**src/rtl/uart_tx_frame.sv**
```systemverilog
// uart_tx_frame: serializes one byte per valid/ready handshake into a 10-bit UART frame
module uart_tx_frame #(
    parameter int CLKS_PER_BIT = 16
) (
    input  logic       clk,
    input  logic       rst,
    input  logic [7:0] tx_data,
    input  logic       tx_valid,
    output logic       tx_ready,
    output logic       tx_serial,
    output logic       tx_busy,
    output logic       char_sent
);
    localparam int TW = (CLKS_PER_BIT > 2) ? $clog2(CLKS_PER_BIT) : 1;

    typedef enum logic [1:0] {IDLE, START, DATA, STOP} state_t;

    state_t          state_q;
    logic [7:0]      shift_q;
    logic [TW-1:0]   tick_q;
    logic [TW-1:0]   tick_d;
    logic [3:0]      bit_q;
    logic            bit_end;

    // Bit boundary detection and wrapping per-bit cycle counter
    always_comb begin
        bit_end = tick_q == TW'(CLKS_PER_BIT - 1);
        tick_d  = bit_end ? '0 : tick_q + TW'(1);
    end

    // Frame FSM; every output is a register updated alongside the state
    always_ff @(posedge clk) begin
        if (!rst) begin
            state_q   <= IDLE;
            shift_q   <= '0;
            tick_q    <= '0;
            bit_q     <= '0;
            tx_serial <= 1'b1;
            tx_ready  <= 1'b1;
            tx_busy   <= 1'b0;
            char_sent <= 1'b0;
        end else begin
            char_sent <= 1'b0;
            case (state_q)
                IDLE: begin
                    if (tx_valid) begin
                        state_q   <= START;
                        shift_q   <= tx_data;
                        tick_q    <= '0;
                        bit_q     <= '0;
                        tx_serial <= 1'b0;
                        tx_ready  <= 1'b0;
                        tx_busy   <= 1'b1;
                    end
                end
                START, DATA: begin
                    tick_q <= tick_d;
                    if (bit_end) begin
                        bit_q <= bit_q + 4'd1;
                        if (bit_q == 4'd8) begin
                            state_q   <= STOP;
                            tx_serial <= 1'b1;
                        end else begin
                            state_q   <= DATA;
                            tx_serial <= shift_q[0];
                            shift_q   <= shift_q >> 1;
                        end
                    end
                end
                STOP: begin
                    tick_q <= tick_d;
                    if (bit_end) begin
                        state_q   <= IDLE;
                        bit_q     <= '0;
                        char_sent <= 1'b1;
                        tx_ready  <= 1'b1;
                        tx_busy   <= 1'b0;
                    end
                end
                default: state_q <= IDLE;
            endcase
        end
    end
endmodule

```
**config.mk**
```make
export PLATFORM = sky130hd
export DESIGN_NAME = uart_tx_frame
export DESIGN_NICKNAME = d
export VERILOG_FILES = /design/src/rtl/uart_tx_frame.sv
export SDC_FILE = /design/constraint.sdc
export NUM_CORES = 1
export LEC_CHECK = 0
export ABC_AREA = 1
export BUFFER_PORTS_ARGS = -buffer_cell sky130_fd_sc_hd__clkbuf_2
export CORE_AREA = 2 2 55 57
export DETAILED_ROUTE_END_ITERATION = 7
export DIE_AREA = 0 0 57 59
export HOLD_SLACK_MARGIN = 0.1
export PLACE_DENSITY = 0.58
export SYNTH_ARGS = -nofsm -noshare
export SYNTH_HDL_FRONTEND = slang
export SYNTH_SLANG_ARGS = --single-unit
```
**constraint.sdc**
```tcl
create_clock -name clk -period 3.9 [get_ports clk]
set_clock_uncertainty 0.1 [all_clocks]
set_input_delay 0.195 -clock clk [delete_from_list [all_inputs] [get_ports clk]]
set_output_delay 0.195 -clock clk [all_outputs]
set_load 0.02 [all_outputs]
```
; Word-level counts from Yosys, hierarchy flattened
; Index checks and enable logic that the tools add are counted.
; W data, S select, Z words.
[op_classes]
add_sub_neg = 2
reduce_logical = 10
eq_ne = 9
muxes = 25
[op_table]
columns = cell, count
row1 = $mux W8, 3
row2 = $mux W4, 4
row3 = $pmux W8 S2, 1
row4 = $pmux W4 S3, 1
row5 = $reduce_and A3 Y1, 3
row6 = $add A4 B1 Y4 const B, 2
row7 = $eq A4 B4 Y1 const B, 2
row8 = $mux W1, 8
row9 = $ne A2 B2 Y1 const B, 4
row10 = $pmux W4 S2, 1
row11 = $mux W2, 3
row12 = $pmux W1 S2, 3
row13 = $pmux W2 S3, 1
row14 = $eq A2 B2 Y1 const B, 2
row15 = $reduce_and A4 Y1, 1
row16 = $reduce_bool A2 Y1, 2
row17 = $reduce_or A3 Y1, 1
row18 = $eq A2 B1 Y1 const B, 1
row19 = $logic_not A2 Y1, 1
row20 = $reduce_and A2 Y1, 1
row21 = $reduce_or A2 Y1, 1
[word_totals]
wordCells = 54
regBits = 22
output_inout_bits = 4
input_bits = 11

; Logic depth before layout (Yosys ltp)
; Gate-level depths: netlist of the first run.
[depth]
depth_word = 4
mapped_depth = 11

; Worst setup path before layout of the first run
; OpenSTA, ideal clock, no wires.
[synth_path]
path_type = flip-flop to flip-flop
from = register state_q[0]
to = register shift_q[0]
synth_period_minus_slack_ns = 1.616
arrival_ns = 1.403
setup_ns = 0.113
setup_slack_ns = 2.284
path_stages_with_launch = 11
cell_sequence = dfxtp_1 > inv_1 > ha_1 > buf_4 > nand4_1 > nand2_1 > nor2_4 > buf_6 > nand2_1 > nand2_1 > nor2_1
[synth_via]
elab_chain_len = 4
[synth_rtl]
columns = element, line
row1 = from (decl), 18  ; state_t state_q;
row2 = from (signal assigned), 34  ; state_q <= IDLE;
row3 = from (signal assigned), 47  ; state_q <= START;
row4 = from (signal assigned), 61  ; state_q <= STOP;
row5 = $eq A2 B1 Y1 or $eq A2 B2 Y1 (tied branches), 44  ; case (state_q)
row6 = $reduce_or A2 Y1, 44
row7 = $ne A2 B2 Y1 (no source line) or $reduce_bool A2 Y1 (tied branches), n/a
row8 = $reduce_and A4 Y1 (no source line), n/a
row9 = to (signal assigned), 48  ; shift_q <= tx_data;
row10 = to (signal assigned), 66  ; shift_q <= shift_q >> 1;
row11 = to (decl), 19  ; logic [7:0] shift_q;
; Several ways; a longest one is shown, not always the timed one.
; A chain may end at the register's enable or synchronous reset.

; Final worst setup path of the first run
[layout_path]
from = register state_q[0]
to = register shift_q[7]
; Same word-level chain as after synthesis.

==> impl_metrics.tcl, run 1 <==
set metrics [dict create \
    track_usage_pct 15.4 \
    nets 190 \
    cap_violations 0 \
    drt_iter0_markers 23 \
    die_h_um 59 \
    hold_depth 5 \
    synth_top_area_share_pct 38.4 \
    drive_gt1_share_pct 15.0 \
    slowest_delay_ns 0.78 \
    initial_core_util_pct 42.3 \
    worstPathCellList "inv_1 -> ha_1 -> inv_1 -> nand4_1 -> dlygate4sd3_1 -> a21oi_1" \
    routed_via_density 4.88 \
    fill_cells 283 \
    drc 0 \
    period_needed_ns 2.31 \
    synth-edff-count 0 \
    portBuffers 14 \
    dieWidth_um 57 \
    r2r_cells 6 \
    slew_headroom_pct 48.9 \
    ys_seq_elements 22 \
    period_share_pct 59.3 \
    synthCells 156 \
    vdd_ir_drop_max_v 0.000532 \
    fin_area_um2 1310 \
    arrival_ns 2.42 \
    area_growth_pct 14.0 \
    worstPathRequired_ns 4.01 \
    finalSetupViolations 0 \
    wl_mm 2.31 \
    hold_start "tx_data[2]" \
    final_hold_viol_count 0 \
    routedWlPerCell_um 11.3 \
    crit_top_cell "inv_1" \
    synth.distinct_cells 26 \
    num_vias 996 \
    gp_congestion 0.825 \
    grt_overflow 0 \
    cts_made_buffers 3 \
    start_kind "flip-flop" \
    syn_area_per_cell_um2 7.35 \
    end_kind "flip-flop" \
    r2r_end "shift_q[7]" \
    power_density_nw_per_um2 821 \
    worstSetupPathType "reg -> reg" \
    clockRootBuffer "clkbuf_4" \
    cts.sinks 22 \
    hold_end "shift_q[2]" \
    fmax_mhz 433 \
    hpwl_mm 1.59 \
    placed_cell_area_um2 1210 \
    regToRegStartpoint "state_q[0]" \
    yosysTopAreaCell "dfxtp_1" \
    async_flop_share_pct 0 \
    ys.warnings.count 0 \
    die-area_um2 3360 \
    ff2ff_setup_slack_ns 1.59 \
    core_um2 2710 \
    cts_tree "done" \
    grt_pass1_vias 997 \
    synth.net_count 172 \
    grt_start_max_net_pins 21 \
    p_leak_nw 0.577 \
    cpMaxStageDelayCell "ha_1" \
    synth.area.top_cells "dfxtp_1 38%, nand2_1 13%, nor2_1 8.2%" \
    ys_seq_area_share_pct 38.4 \
    hold_path_class "in -> reg" \
    diodes 0 \
    rsz0062_at_grt "false" \
    syn_area_um2 1150 \
    clk-insertion-delay-late_ns 0.32 \
    cts.clk_slew.worst_paths_ns 0.13 \
    grt_pass1_wl_mm 4.11 \
    drt_pass1_iterations 4 \
    rows 19 \
    io_pins 15 \
    ant_nets 0 \
    clockBufferDepth 2 \
    status "finished, final reports clean" \
    synth_ff_type "dfxtp_1" \
    path_max_fanout 20 \
    antenna_found_initial 0 \
    setup_tns_ns 0 \
    cts_max_level 1 \
    worst_pin_slew_ns 0.767 \
    post_cts_resized 0 \
    slew_violations 0 \
]
-- Yosys cell counts, drive strengths merged (2+ instances only) --
cell,n
ha,5
nand4,6
a21oi,11
nand3,7
clkbuf,2
nand2,41
nor2,27
buf,3
o21ai,5
dfxtp,22
mux2i,7
inv,14
-- area by class of cell --
type	instances	area, um2	share of cell area (%)
clock buffers	3	22.5	1.72
multi-input cells	115	613	46.9
flip-flops and latches	22	440	33.7
inverters	14	52.6	4.02
well taps	31	38.8	2.97
repair buffers	18	110	8.42
clock inverters	1	30.0	2.30
-- state kept, by name (all words and copies together), names as in the netlist --
register,flops
char_sent,1
tx_serial,1
tx_busy,1
state_q,2
tick_q,4
bit_q,4
tx_ready,1
shift_q,8
-- per-layer routing --
metal	wire length [um]	global-route usage (%)
met1	1150	18.4
met2	1050	27.9
met3	77	2.40
met4	40	5.98
met5	0	0
-- repair_timing --
item	4_1_cts	5_1_grt
hold endpoints to repair	3	0
setup buffers	0	0
hold buffers	4	0
-- where the power goes --
group	switching, mW	internal [mW]	leakage, nW	total (mW)
sequential	0.0417	0.290	0.181	0.331
clock	0.0746	0.104	0.0279	0.179
combinational	0.361	0.203	0.369	0.564
total	0.477	0.596	0.577	1.07
-- cells by family (layout without fill, tap and decap cells) --
logic type	count (synthesis)	in the layout	share of synthesized area [%]
AOI/OAI and AO/OA	19	19	9.16
xor gates and xnor gates	2	2	1.53
adders and majority gates	5	5	5.45
buffers and inverters	19	36	8.18
DFF	22	22	38.4
muxes	7	7	6.11
and+or+nand+nor	82	82	31.2
-- worst max-delay path by stage --
stage | start | slack (ns) | endpoint
final | state_q[0] | 1.59 | shift_q[7]
after floorplan | state_q[0] | 2.28 | shift_q[0]
after global placement | state_q[0] | 1.75 | shift_q[6]
after CTS | state_q[0] | 1.60 | shift_q[7]
after detailed placement | state_q[0] | 1.67 | shift_q[4]
after global routing | state_q[1] | 1.37 | shift_q[0]
-- critical path: cells and delay by family (launching register included) --
kind                       cells  cell delay (ns)
adders and majority gates      1             0.78
and+or+nand+nor                1             0.11
AOI/OAI and AO/OA              1             0.07
buffers and inverters          3             0.76
DFF                            1             0.38
-- layout by cell type (no fill, tap or decap), types with 3 or more instances in the layout --
cell / instances
mux2i_1: 7
clkbuf_2: 14
o21ai_0: 4
nand3_1: 6
nand2_1: 39
ha_1: 5
clkbuf_4: 3
nor2_1: 25
a21oi_1: 11
dlygate4sd3_1: 4
nand4_1: 6
inv_1: 12
dfxtp_1: 22
-- per-stage QoR --
stage / std cells / power [mW] / setup WS, ns / hold WS [ns] / utilization (%)
2_1_floorplan: 156 / 0.818 / 2.28 / 0.233 / -
3_3_place_gp: 196 / 0.878 / 1.75 / 0.349 / 44.8
3_5_place_dp: 196 / 0.894 / 1.67 / 0.359 / 44.8
4_1_cts: 204 / 1.08 / 1.60 / 0.105 / 48.2
5_1_grt: 204 / 1.17 / 1.37 / 0.136 / 48.2
6_report: 204 / 1.07 / 1.59 / 0.105 / 48.2
Power figures use the tool's default switching activity.
==> run 2: changes to the inputs <==
--- a/config.mk
+++ b/config.mk
@@ -11,7 +11,7 @@
 export DETAILED_ROUTE_END_ITERATION = 7
 export DIE_AREA = 0 0 57 59
 export HOLD_SLACK_MARGIN = 0.1
-export PLACE_DENSITY = 0.58
+export PLACE_DENSITY = 0.6
 export SYNTH_ARGS = -nofsm -noshare
 export SYNTH_HDL_FRONTEND = slang
 export SYNTH_SLANG_ARGS = --single-unit
==> constraint.sdc (replaced) <==
create_clock -name clk -period 2.1 [get_ports clk]
set_clock_uncertainty 0.1 [all_clocks]
set_input_delay 0.105 -clock clk [delete_from_list [all_inputs] [get_ports clk]]
set_output_delay 0.105 -clock clk [all_outputs]
set_load 0.02 [all_outputs]
==> impl_metrics.tcl, run 2 (synthesis results as in run 1) <==
set metrics [dict create \
    status "finished, final reports clean" \
    cts.sinks 22 \
    largest_reg_flops 8 \
    period_needed_ns 1.86 \
    swShare_pct 45.1 \
    worst_pin_slew_ns 0.364 \
    cpMaxStageDelayCell "dlygate4sd3_1" \
    cp-endpoint "shift_q[7]" \
    slowest_delay_ns 0.55 \
    drt_iter0_markers 29 \
    seq_area_um2 440 \
    worstSetupPathType "reg -> reg" \
    cts_max_level 1 \
    drc 0 \
    worstPathRequired_ns 2.20 \
    finalSetupViolations 0 \
    start_kind "flip-flop" \
    regMostFlops "shift_q" \
    grt_pass1_wl_mm 3.91 \
    drt_pass1_iterations 4 \
    hold_path_class "reg -> reg" \
    routed_via_density 4.88 \
    worstPathCellList "inv_1 -> ha_2 -> inv_1 -> nand4_1 -> dlygate4sd3_1 -> a21oi_1" \
    r2r_cells 6 \
    use_met2_pct 24.5 \
    clkPwrFrac_pct 12.3 \
    end_kind "flip-flop" \
    initial_core_util_pct 42.3 \
    clk-insertion-delay-late_ns 0.31 \
    use_met1_pct 18.6 \
    fill_cells 289 \
    met3_usage_pct 4.15 \
    cts_made_buffers 3 \
    grt_start_max_net_pins 15 \
    r2r_end "shift_q[7]" \
    cts.clk_slew.worst_paths_ns 0.12 \
    layout_commonest_cell "nand2_1" \
    grt.busiest_layer "met2" \
    cts_setup_buffers 0 \
    grt_pass1_vias 931 \
    critPathLaunch "state_q[1]" \
    antenna_found_initial 0 \
    cp.buffers_inverters 3 \
    crit_family "buffers and inverters" \
    wl_mm 2.17 \
    io_pins 15 \
    worst-path-stages 6 \
    setup_slack_ns 0.236 \
    routedWlPerCell_um 10.2 \
    rsz0062_at_grt "false" \
    post-place-ws_ns 0.239 \
    die-area_um2 3360 \
    nets 198 \
    cts_tree "done" \
    netSwitchingPower_mw 0.863 \
    num_vias 1034 \
    gp_congestion 0.762 \
    arrival_ns 1.96 \
    die_h_um 59 \
    p_int_mw 1.05 \
    slew_headroom_pct 75.7 \
    ant_nets 0 \
    reg.largest.list "shift_q (8), bit_q (4), tick_q (4)" \
    clockBufferDepth 2 \
    fmax_mhz 537 \
    vdd_ir_drop_max_v 0.000921 \
    cap_violations 0 \
    fin_cells 212 \
    final_hold_viol_count 0 \
    track_usage_pct 14.5 \
    drive_gt1_share_pct 15.5 \
    multi_input_area_um2 616 \
    hpwl_mm 1.62 \
    dp.cells 197 \
    ff2ff_setup_slack_ns 0.24 \
    crit_top_cell "inv_1" \
    path_max_fanout 10 \
    regToRegStartpoint "state_q[1]" \
    power_density_nw_per_um2 1400 \
    portBuffers 14 \
    holdWs_ns 0.367 \
    p_leak_nw 0.604 \
    diodes 0 \
    period_share_pct 88.7 \
    dieWidth_um 57 \
    setup_tns_ns 0 \
    clockRootBuffer "clkbuf_4" \
    slew_violations 0 \
    rows 19 \
    power_frac_comb_pct 55.6 \
    total_power_mw 1.91 \
    grt_overflow 0 \
    mostFrequentLayoutCells "39 x nand2_1, 25 x nor2_1, 22 x dfxtp_1" \
    p_seq_share_pct 32.1 \
    core_um2 2710 \
    area_growth_pct 19.5 \
]
run 2: cell types whose count changed in the layout (fill, tap and decap cells not counted):
cell           delta
ha_2              +1
buf_4             +1
clkbuf_8          +1
ha_1              -1
dlygate4sd3_1     +7
bufinv_16         -1
run 2: how the worst min path moves through the flow:
stage	end	start	slack [ns]	cells after the start
CTS	tx_busy	tx_busy	0.37	2
global route	tx_busy	tx_busy	0.40	2
floorplan	tick_q[2]	rst	0.14	2
global placement	shift_q[7]	tx_data[7]	0.29	3
detailed placement	shift_q[7]	tx_data[7]	0.29	3
finish	tx_busy	tx_busy	0.37	2
run 2: routing by layer:
| metal | vias up | routed length [um] |
|---|---|---|
| li1 | 557 | - |
| met1 | 458 | 1030 |
| met5 | - | 0 |
| met2 | 17 | 1040 |
| met4 | 0 | 8 |
| met3 | 2 | 89 |
run 2: cell type report:
class | count | area share [%]
multi-input combinational | 115 | 44.9
sequential | 22 | 32.1
timing repair buffer | 26 | 13.7
inverter | 14 | 3.83
tap | 31 | 2.83
clock buffer | 4 | 2.65
run 2: stage by stage:
step                utilization, %  instance area [um2]
CTS                           50.5                 1370
finish                        50.6                 1370
floorplan                        -                 1150
global route                  50.6                 1370
detailed placement            45.1                 1220
global placement              45.1                 1220
run 2: worst min-delay path: stages, from the launching register on:
cell     delay [ns]
dfxtp_1        0.33
nand2_1        0.06
a21oi_1        0.05
run 2: power groups by stage:
stage,combinational [mW],clock [mW],sequential [mW]
2_1_floorplan,0.883,0,0.636
3_3_place_gp,1.03,0,0.621
3_5_place_dp,1.04,0,0.626
4_1_cts,1.07,0.243,0.616
5_1_grt,1.25,0.257,0.634
6_report,1.07,0.235,0.615
run 2: repair_timing:
| action | in CTS | in global routing |
|---|---|---|
| endpoints found under the setup margin | 0 | 1 |
| hold buffers | 11 | 0 |
| gates resized for setup | 0 | 1 |
| endpoints found under the hold margin | 15 | 0 |
